===== src/rtl/dottori_pkg.sv =====
// Shared types and constants for the dottori ioctl arbiter slice.
package dottori_pkg;

    typedef enum logic [2:0] {
        IDLE,
        NV_REQ,
        NV_WR,
        NV_RD,
        NV_RDV
    } nv_state_e;

    localparam logic [7:0] ROM_INDEX_DEF = 8'd0;
    localparam logic [7:0] NV_INDEX_DEF  = 8'd4;
    localparam int         ROM_AW        = 14;

endpackage


===== src/rtl/dottori_reset_hold.sv =====
// Down-counter that keeps the game in reset for HOLD cycles after reset
// release or after a ROM download ends.
module dottori_reset_hold #(
    parameter int HOLD = 16
) (
    input  logic clk_i,
    input  logic rst_n_i,
    input  logic load_i,
    output logic done_o
);

    localparam int CW = (HOLD < 1) ? 1 : $clog2(HOLD + 1);

    logic [CW-1:0] cnt_q, cnt_d;

    always_comb begin
        cnt_d = cnt_q;
        if (load_i)
            cnt_d = CW'(HOLD);
        else if (cnt_q != '0)
            cnt_d = cnt_q - 1'b1;
    end

    always_ff @(posedge clk_i) begin
        if (!rst_n_i)
            cnt_q <= CW'(HOLD);
        else
            cnt_q <= cnt_d;
    end

    // Gated by load so the game drops into reset the same cycle a ROM download starts.
    assign done_o = (cnt_q == '0) && !load_i;

endmodule


===== src/rtl/dottori_ioctl_arbiter.sv =====
// Glue between MiSTer ioctl and the dottori core: ROM download routing,
// NVRAM access to the shared work RAM, and game reset sequencing.
module dottori_ioctl_arbiter
    import dottori_pkg::*;
#(
    parameter logic [7:0] ROM_INDEX  = ROM_INDEX_DEF,
    parameter logic [7:0] NV_INDEX   = NV_INDEX_DEF,
    parameter int         RAM_AW     = 11,
    parameter int         RESET_HOLD = 16
) (
    input  logic              CLK_4M,
    input  logic              nRESET,
    input  logic              ioctl_download,
    input  logic              ioctl_upload,
    input  logic              ioctl_wr,
    input  logic              ioctl_rd,
    input  logic [24:0]       ioctl_addr,
    input  logic [7:0]        ioctl_dout,
    input  logic [7:0]        ioctl_index,
    output logic [7:0]        ioctl_din,
    output logic              ioctl_wait,
    output logic [ROM_AW-1:0] dn_addr,
    output logic [7:0]        dn_data,
    output logic              dn_wr,
    input  logic              cpu_ram_req,
    output logic              cpu_wait_n,
    output logic              ram_sel,
    output logic [RAM_AW-1:0] ram_addr,
    output logic [7:0]        ram_din,
    output logic              ram_we,
    input  logic [7:0]        ram_dout,
    output logic              game_reset_n
);

    nv_state_e         state_q, state_d;
    logic              wait_q, wait_d;
    logic [7:0]        din_q, din_d;
    logic              dn_wr_q, dn_wr_d;
    logic [ROM_AW-1:0] dn_addr_q, dn_addr_d;
    logic [7:0]        dn_data_q, dn_data_d;
    logic              sel_q, sel_d;
    logic              we_q, we_d;
    logic [RAM_AW-1:0] raddr_q, raddr_d;
    logic [7:0]        rdin_q, rdin_d;
    logic              dir_wr_q, dir_wr_d;

    logic rom_active, rom_in_range, nv_wr_stb, nv_rd_stb, nv_in_range;

    assign rom_active   = ioctl_download && (ioctl_index == ROM_INDEX);
    assign rom_in_range = (ioctl_addr[24:ROM_AW] == '0);
    assign nv_wr_stb    = ioctl_download && (ioctl_index == NV_INDEX) && ioctl_wr;
    // Download takes precedence: read strobes only count when no download is running.
    assign nv_rd_stb    = !ioctl_download && ioctl_upload && (ioctl_index == NV_INDEX) && ioctl_rd;
    assign nv_in_range  = (ioctl_addr[24:RAM_AW] == '0);

    always_comb begin
        state_d   = state_q;
        wait_d    = wait_q;
        din_d     = din_q;
        dn_wr_d   = 1'b0;
        dn_addr_d = dn_addr_q;
        dn_data_d = dn_data_q;
        sel_d     = sel_q;
        we_d      = 1'b0;
        raddr_d   = raddr_q;
        rdin_d    = rdin_q;
        dir_wr_d  = dir_wr_q;

        if (rom_active && ioctl_wr && rom_in_range) begin
            dn_wr_d   = 1'b1;
            dn_addr_d = ioctl_addr[ROM_AW-1:0];
            dn_data_d = ioctl_dout;
        end

        case (state_q)
            IDLE: begin
                if ((nv_wr_stb || nv_rd_stb) && nv_in_range) begin
                    state_d  = NV_REQ;
                    wait_d   = 1'b1;
                    raddr_d  = ioctl_addr[RAM_AW-1:0];
                    rdin_d   = ioctl_dout;
                    dir_wr_d = nv_wr_stb;
                end else if (nv_rd_stb) begin
                    din_d = 8'hFF;
                end
            end
            NV_REQ: begin
                if (!cpu_ram_req) begin
                    sel_d = 1'b1;
                    if (dir_wr_q) begin
                        state_d = NV_WR;
                        we_d    = 1'b1;
                    end else begin
                        state_d = NV_RD;
                    end
                end
            end
            NV_WR: begin
                state_d = IDLE;
                sel_d   = 1'b0;
                wait_d  = 1'b0;
            end
            NV_RD: begin
                state_d = NV_RDV;
            end
            NV_RDV: begin
                din_d   = ram_dout;
                sel_d   = 1'b0;
                wait_d  = 1'b0;
                state_d = IDLE;
            end
            default: begin
                state_d = IDLE;
                sel_d   = 1'b0;
                wait_d  = 1'b0;
            end
        endcase
    end

    always_ff @(posedge CLK_4M) begin
        if (!nRESET) begin
            state_q   <= IDLE;
            wait_q    <= 1'b0;
            din_q     <= 8'h00;
            dn_wr_q   <= 1'b0;
            dn_addr_q <= '0;
            dn_data_q <= 8'h00;
            sel_q     <= 1'b0;
            we_q      <= 1'b0;
            raddr_q   <= '0;
            rdin_q    <= 8'h00;
            dir_wr_q  <= 1'b0;
        end else begin
            state_q   <= state_d;
            wait_q    <= wait_d;
            din_q     <= din_d;
            dn_wr_q   <= dn_wr_d;
            dn_addr_q <= dn_addr_d;
            dn_data_q <= dn_data_d;
            sel_q     <= sel_d;
            we_q      <= we_d;
            raddr_q   <= raddr_d;
            rdin_q    <= rdin_d;
            dir_wr_q  <= dir_wr_d;
        end
    end

    dottori_reset_hold #(
        .HOLD (RESET_HOLD)
    ) u_reset_hold (
        .clk_i   (CLK_4M),
        .rst_n_i (nRESET),
        .load_i  (rom_active),
        .done_o  (game_reset_n)
    );

    assign ioctl_din  = din_q;
    assign ioctl_wait = wait_q;
    assign dn_wr      = dn_wr_q;
    assign dn_addr    = dn_addr_q;
    assign dn_data    = dn_data_q;
    assign ram_sel    = sel_q;
    assign ram_we     = we_q;
    assign ram_addr   = raddr_q;
    assign ram_din    = rdin_q;
    // Stall the Z80 only when it actually touches RAM while we own the port.
    assign cpu_wait_n = !(sel_q && cpu_ram_req);

endmodule


===== config.mk =====
export PLATFORM = sky130hd
export DESIGN_NAME = dottori_ioctl_arbiter
export DESIGN_NICKNAME = d
export VERILOG_FILES = /design/src/rtl/dottori_pkg.sv /design/src/rtl/dottori_reset_hold.sv /design/src/rtl/dottori_ioctl_arbiter.sv
export SDC_FILE = /design/constraint.sdc
export NUM_CORES = 1
export LEC_CHECK = 0
export BUFFER_PORTS_ARGS = -buffer_cell sky130_fd_sc_hd__buf_2
export CORE_MARGIN = 2
export CORE_UTILIZATION = 40
export CTS_BUF_LIST = sky130_fd_sc_hd__clkbuf_16
export DETAILED_ROUTE_END_ITERATION = 10
export HOLD_SLACK_MARGIN = 0.03
export PLACE_DENSITY_LB_ADDON = 0.2
export SYNTH_ARGS = -nofsm -noshare
export SYNTH_HDL_FRONTEND = slang
export SYNTH_SLANG_ARGS = --single-unit

===== constraint.sdc =====
create_clock -name CLK_4M -period 5.3 [get_ports CLK_4M]
set_input_delay 1.06 -clock CLK_4M [delete_from_list [all_inputs] [get_ports CLK_4M]]
set_output_delay 1.06 -clock CLK_4M [all_outputs]
set_load 0.005 [all_outputs]

* Word-level counts from Yosys, hierarchy flattened *
Cells that the tools add are included.

word-level totals
  register bits after elaboration = 62
  bits in latches = 0
  bits in writable memories = 0
  memory bits (read-only) = 0
  bits of input ports = 56
  output and inout bits = 55
  word-level logic and storage cells = 69
  memories = 0

cells by class
  add/subtract/negate cells = 1
  multiply operators = 0
  divide/modulo/power cells = 0
  order comparisons = 0
  eq/ne operators = 8
  shift-type cells = 0
  mux-type cells = 13
  bitwise gates (word level) = 4
  reduce and logical (&&, ||, !) cells = 31

operators with widths
  operator             count
  $mux 8               2
  $pmux 8 s2           1
  $logic_not 14->1     1
  $logic_and 1x1->1    11
  $logic_not 11->1     1
  $pmux 3 s3           1
  $eq 8x3->1 const B   1
  $logic_not 8->1      1
  $ne 2x2->1 const B   4
  $reduce_and 2->1     4
  $mux 3               2
  $reduce_or 2->1      3
  $logic_not 5->1      1
  $mux 1               5
  $reduce_bool 5->1    1
  $sub 5x1->5 const B  1
  $not 1->1            4
  $pmux 1 s2           2
  $eq 3x1->1 const B   1
  $eq 3x2->1 const B   1
  $eq 3x3->1 const B   1
  $logic_not 1->1      3
  $logic_not 3->1      1
  $reduce_and 3->1     1
  3 further kinds      3

* Depth between registers and ports, before layout *
  word-level depth = 8
  mapped depth = 6
  gate-level depth less buffers = 6

* By module *
A second synthesis with hierarchy kept.

unflattened totals
  cells, all modules = 303
  area, all modules = 2,722.6 sq um

modules (own cells, without submodules)
  module                 times used  cells each  area an instance (sq um)  seq. area each (sq um)
  dottori_ioctl_arbiter  1           275         2,471.1                   1,141.1
  dottori_reset_hold     1           28          251.5                     100.1

* Worst setup path before layout *
Ideal clock, no wire load.

  path type = input to output
  from = in ioctl_index[1]
  to = out game_reset_n
  arrival time = 2.110 ns
  data required time = 4.240 ns
  setup slack = 2.130 ns
  stages = 5
  path buffers = 2
  path through = nor4_1 and2_1 clkbuf_1 clkbuf_1 a21oi_1

between the ends
  word-level cells in the longest chain between the ends = 4

ends and longest elaborated chain
  element             RTL line                     text
  start: declaration  dottori_ioctl_arbiter.sv:19  input logic [7:0] ioctl_index,
  $logic_not 8->1     dottori_ioctl_arbiter.sv:49  assign rom_active = ioctl_download && (ioctl_index == ROM_INDEX);
  $logic_and 1x1->1   dottori_ioctl_arbiter.sv:49
  $logic_not 1->1     dottori_reset_hold.sv:32     assign done_o = (cnt_q == '0) && !load_i;
  $logic_and 1x1->1   dottori_reset_hold.sv:32
  end: declaration    dottori_ioctl_arbiter.sv:32  output logic game_reset_n

No other way between the ends.

* Worst setup path after layout *
  from = in ioctl_addr[18]
  to = reg rdin_q[4], in the netlist ram_din[4]

between the ends
  word-level cells in the longest chain between the ends = 3

ends and longest elaborated chain
  element                            RTL line                      text
  start: declaration                 dottori_ioctl_arbiter.sv:17   input logic [24:0] ioctl_addr,
  $logic_not 14->1                   dottori_ioctl_arbiter.sv:54   assign nv_in_range = (ioctl_addr[24:RAM_AW] == '0);
  $logic_and 1x1->1                  dottori_ioctl_arbiter.sv:77   if ((nv_wr_stb || nv_rd_stb) && nv_in_range) begin
  $reduce_and 2->1 (no source line)  --
  end signal: assignment             dottori_ioctl_arbiter.sv:143  rdin_q <= rdin_d;
  end: declaration                   dottori_ioctl_arbiter.sv:44   logic [7:0] rdin_q, rdin_d;

No other way between the ends.
A chain may end at the register's enable or synchronous reset.

==> flow_metrics.tcl <==
set metrics [dict create \
    cp.arrival_ns 3.27 \
    synth.cell_area_mm2 0.00260 \
    placed_area_mm2 0.00316 \
    grt_usage_pct 19.5 \
    synthArstFlopShare_pct 0 \
    finalCritPeriodShare_pct 57.1 \
    io_buffers 110 \
    cts_resized 0 \
    ir_drop_v 0.000181 \
    layout_setup_ws_ns 2.28 \
    dieArea_mm2 0.00716 \
    fp.dieH_um 84.6 \
    critPathCaptureType "register" \
    post-route-min-period_ns 3.02 \
    cap_violations 0 \
    endpoint "ram_din[4]" \
    status "completed" \
    fin_area_mm2 0.00346 \
    die_w_um 84.6 \
    min_path_cells 2 \
    worst_pin_slew_ns 0.935 \
    synth_nets 362 \
    crit_type "in -> reg" \
    gr-total-overflow 0 \
    dpl.cell_count 472 \
    ys_seq_elements 62 \
    critPathMaxFanout 12 \
    grt_pass1_wl_um 11000 \
    clkLatencyLatePin_ns 0.33 \
    setup_tns_ns 0 \
    cts_setup_buffers 0 \
    rsz0062_at_grt "false" \
    max-clock-path-buffers 2 \
    h-tree-depth 3 \
    worstReg2RegStart "state_q[0]" \
    slew_violations 0 \
    yosysSeqAreaShare_pct 47.8 \
    ys.flop_type "dfxtp_1" \
    cp-start-kind "primary input" \
    synth_area_per_cell_um2 8.52 \
    synth-warning-count 0 \
    worstReg2RegEnd "ram_din[4]" \
    antenna_found_initial 0 \
    ctsHoldBuffers 0 \
    antenna_left 0 \
    clk_pin_slew_ns 0.05 \
    drtPass1Iterations 4 \
    area_growth_pct 33.2 \
    wirelength_um 6900 \
    hold_path.class "reg -> reg" \
    hold_viol_final 0 \
    cts.sinks 62 \
    drive_above_1_share_pct 32.6 \
    synthesis.instances 305 \
    fin_cells 488 \
    cts_tree "built" \
    design.final.nets 463 \
    synth_edf_count 0 \
    start_util_pct 41.2 \
    synth_cell_type_count 38 \
    rows 29 \
    cp-startpoint "ioctl_addr[18]" \
    crit_required_ns 5.55 \
    vias_per_cell 5.24 \
    drc_errors 0 \
    clock_skew_ns 0.00594 \
    drt_iter0_markers 136 \
    gp_congestion 0.818 \
    ioPinCount 111 \
    hpwl_um 4840 \
    rrSetupSlack_ns 3.20 \
    p_leak_nw 1.46 \
    num_vias 2559 \
    wl_per_cell_um 14.1 \
    antennaDiodeCount 0 \
    finalSetupViolCount 0 \
    slew_headroom_pct 37.5 \
    grt_start_max_net_pins 52 \
    cts_made_buffers 9 \
    place_ws_ns 1.94 \
    coreArea_mm2 0.00631 \
    powerDensity_mw_per_mm2 338 \
    clock.fmax_mhz 331 \
    root_buffer "clkbuf_16" \
    r2r_cells 4 \
    grt_pass1_vias 2335 \
]
==> stage by stage <==
stage,hold slack (ns),total power (W),util (%)
after floorplan,0.442,0.000564,-
after global placement,0.442,0.000601,50.1
after detailed placement,0.447,0.000601,50.1
after CTS,0.459,0.00118,54.8
after global routing,0.471,0.00122,54.8
final,0.455,0.00117,54.8
==> how the worst min path moves through the flow <==
| stage | from | end | slack, ns |
|---|---|---|---|
| after global placement | ram_addr[6] | ram_addr[6] | 0.44 |
| after global routing | ram_din[5] | ram_din[5] | 0.47 |
| after floorplan | u_reset_hold.cnt_q[4] | u_reset_hold.cnt_q[4] | 0.44 |
| after CTS | ram_din[2] | ram_din[2] | 0.46 |
| after detailed placement | ram_din[5] | ram_din[5] | 0.45 |
| final | ram_din[5] | ram_din[5] | 0.46 |
==> layer usage <==
metal	global-route usage, %	up-vias	part of all wire, %
li1	-	1287	-
met2	29.4	93	44
met4	9.09	0	1.4
met5	0	-	0
met1	25.2	1170	46
met3	6.39	9	8.7
==> synth_stat cells (2+ instances only) <==
master	instances	share of area [%]
dfxtp_1	62	48
nand2_1	47	6.8
a21oi_1	23	4.4
nand3_1	23	4.4
nor3_1	23	4.4
mux2i_1	20	7.7
o21ai_0	20	3.9
clkbuf_1	18	2.6
nor4_1	10	2.4
o21ai_1	10	1.9
nor2_1	7	1.0
inv_1	5	0.72
and2_1	4	0.96
nor4_2	3	1.4
xnor2_1	3	1.0
a21o_1	2	0.58
buf_6	2	0.87
nand4_1	2	0.48
o21a_1	2	0.58
==> kinds of logic (layout without fill, tap and decap cells) <==
family / count (synthesis) / in the layout / share of synthesized area (%)
buffers and inverters: 27 / 133 / 4.53
DFF: 62 / 62 / 47.8
AOI/OAI and AO/OA: 61 / 61 / 12.7
adders and majority gates: 1 / 1 / 0.481
and+or+nand+nor: 131 / 131 / 25.9
xor gates and xnor gates: 3 / 3 / 1.01
muxes: 20 / 20 / 7.70
==> cell usage in the layout, fill, tap and decap left out, types with 2 or more instances in the layout <==
cell / count
buf_2: 110
dfxtp_1: 62
nand2_1: 47
a21oi_1: 23
nor3_1: 23
nand3_1: 23
o21ai_0: 20
mux2i_1: 20
nor4_1: 10
o21ai_1: 10
clkbuf_16: 9
nor2_1: 7
inv_1: 5
and2_1: 4
nor4_2: 3
xnor2_1: 3
clkinvlp_4: 3
nand4_1: 2
o21a_1: 2
a21o_1: 2
clkinv_4: 2
buf_4: 2
==> state kept, by name (all words and copies together) (netlist names) <==
name,count
ioctl_wait,1
dn_addr,14
state_q,3
ram_addr,11
ram_we,1
dn_wr,1
ioctl_din,8
u_reset_hold.cnt_q,5
dn_data,8
ram_sel,1
ram_din,8
dir_wr_q,1
==> layout make-up <==
cell class | count | area (µm²)
Clock inverter | 7 | 75.1
Timing Repair Buffer | 112 | 566
Clock buffer | 9 | 225
Inverter | 5 | 18.8
Multi-Input combinational cell | 216 | 1240
Tap cell | 77 | 96.3
Sequential cell | 62 | 1240
Fill cell | 663 | 2850
==> critical path, cell delays in order <==
cell     delay, ns
buf_2         0.10
nor4_2        0.39
nand4_1       0.50
nor3_4        0.67
buf_4         0.34
mux2i_1       0.21
==> where the power goes <==
part / switching [W] / internal (W) / total, W
sequential: 0.0000102 / 0.000482 / 0.000492
clock: 0.000214 / 0.000364 / 0.000578
combinational: 0.0000498 / 0.0000495 / 0.0000994
total: 0.000274 / 0.000896 / 0.00117
Note: power is estimated with default switching activity, not from simulation.
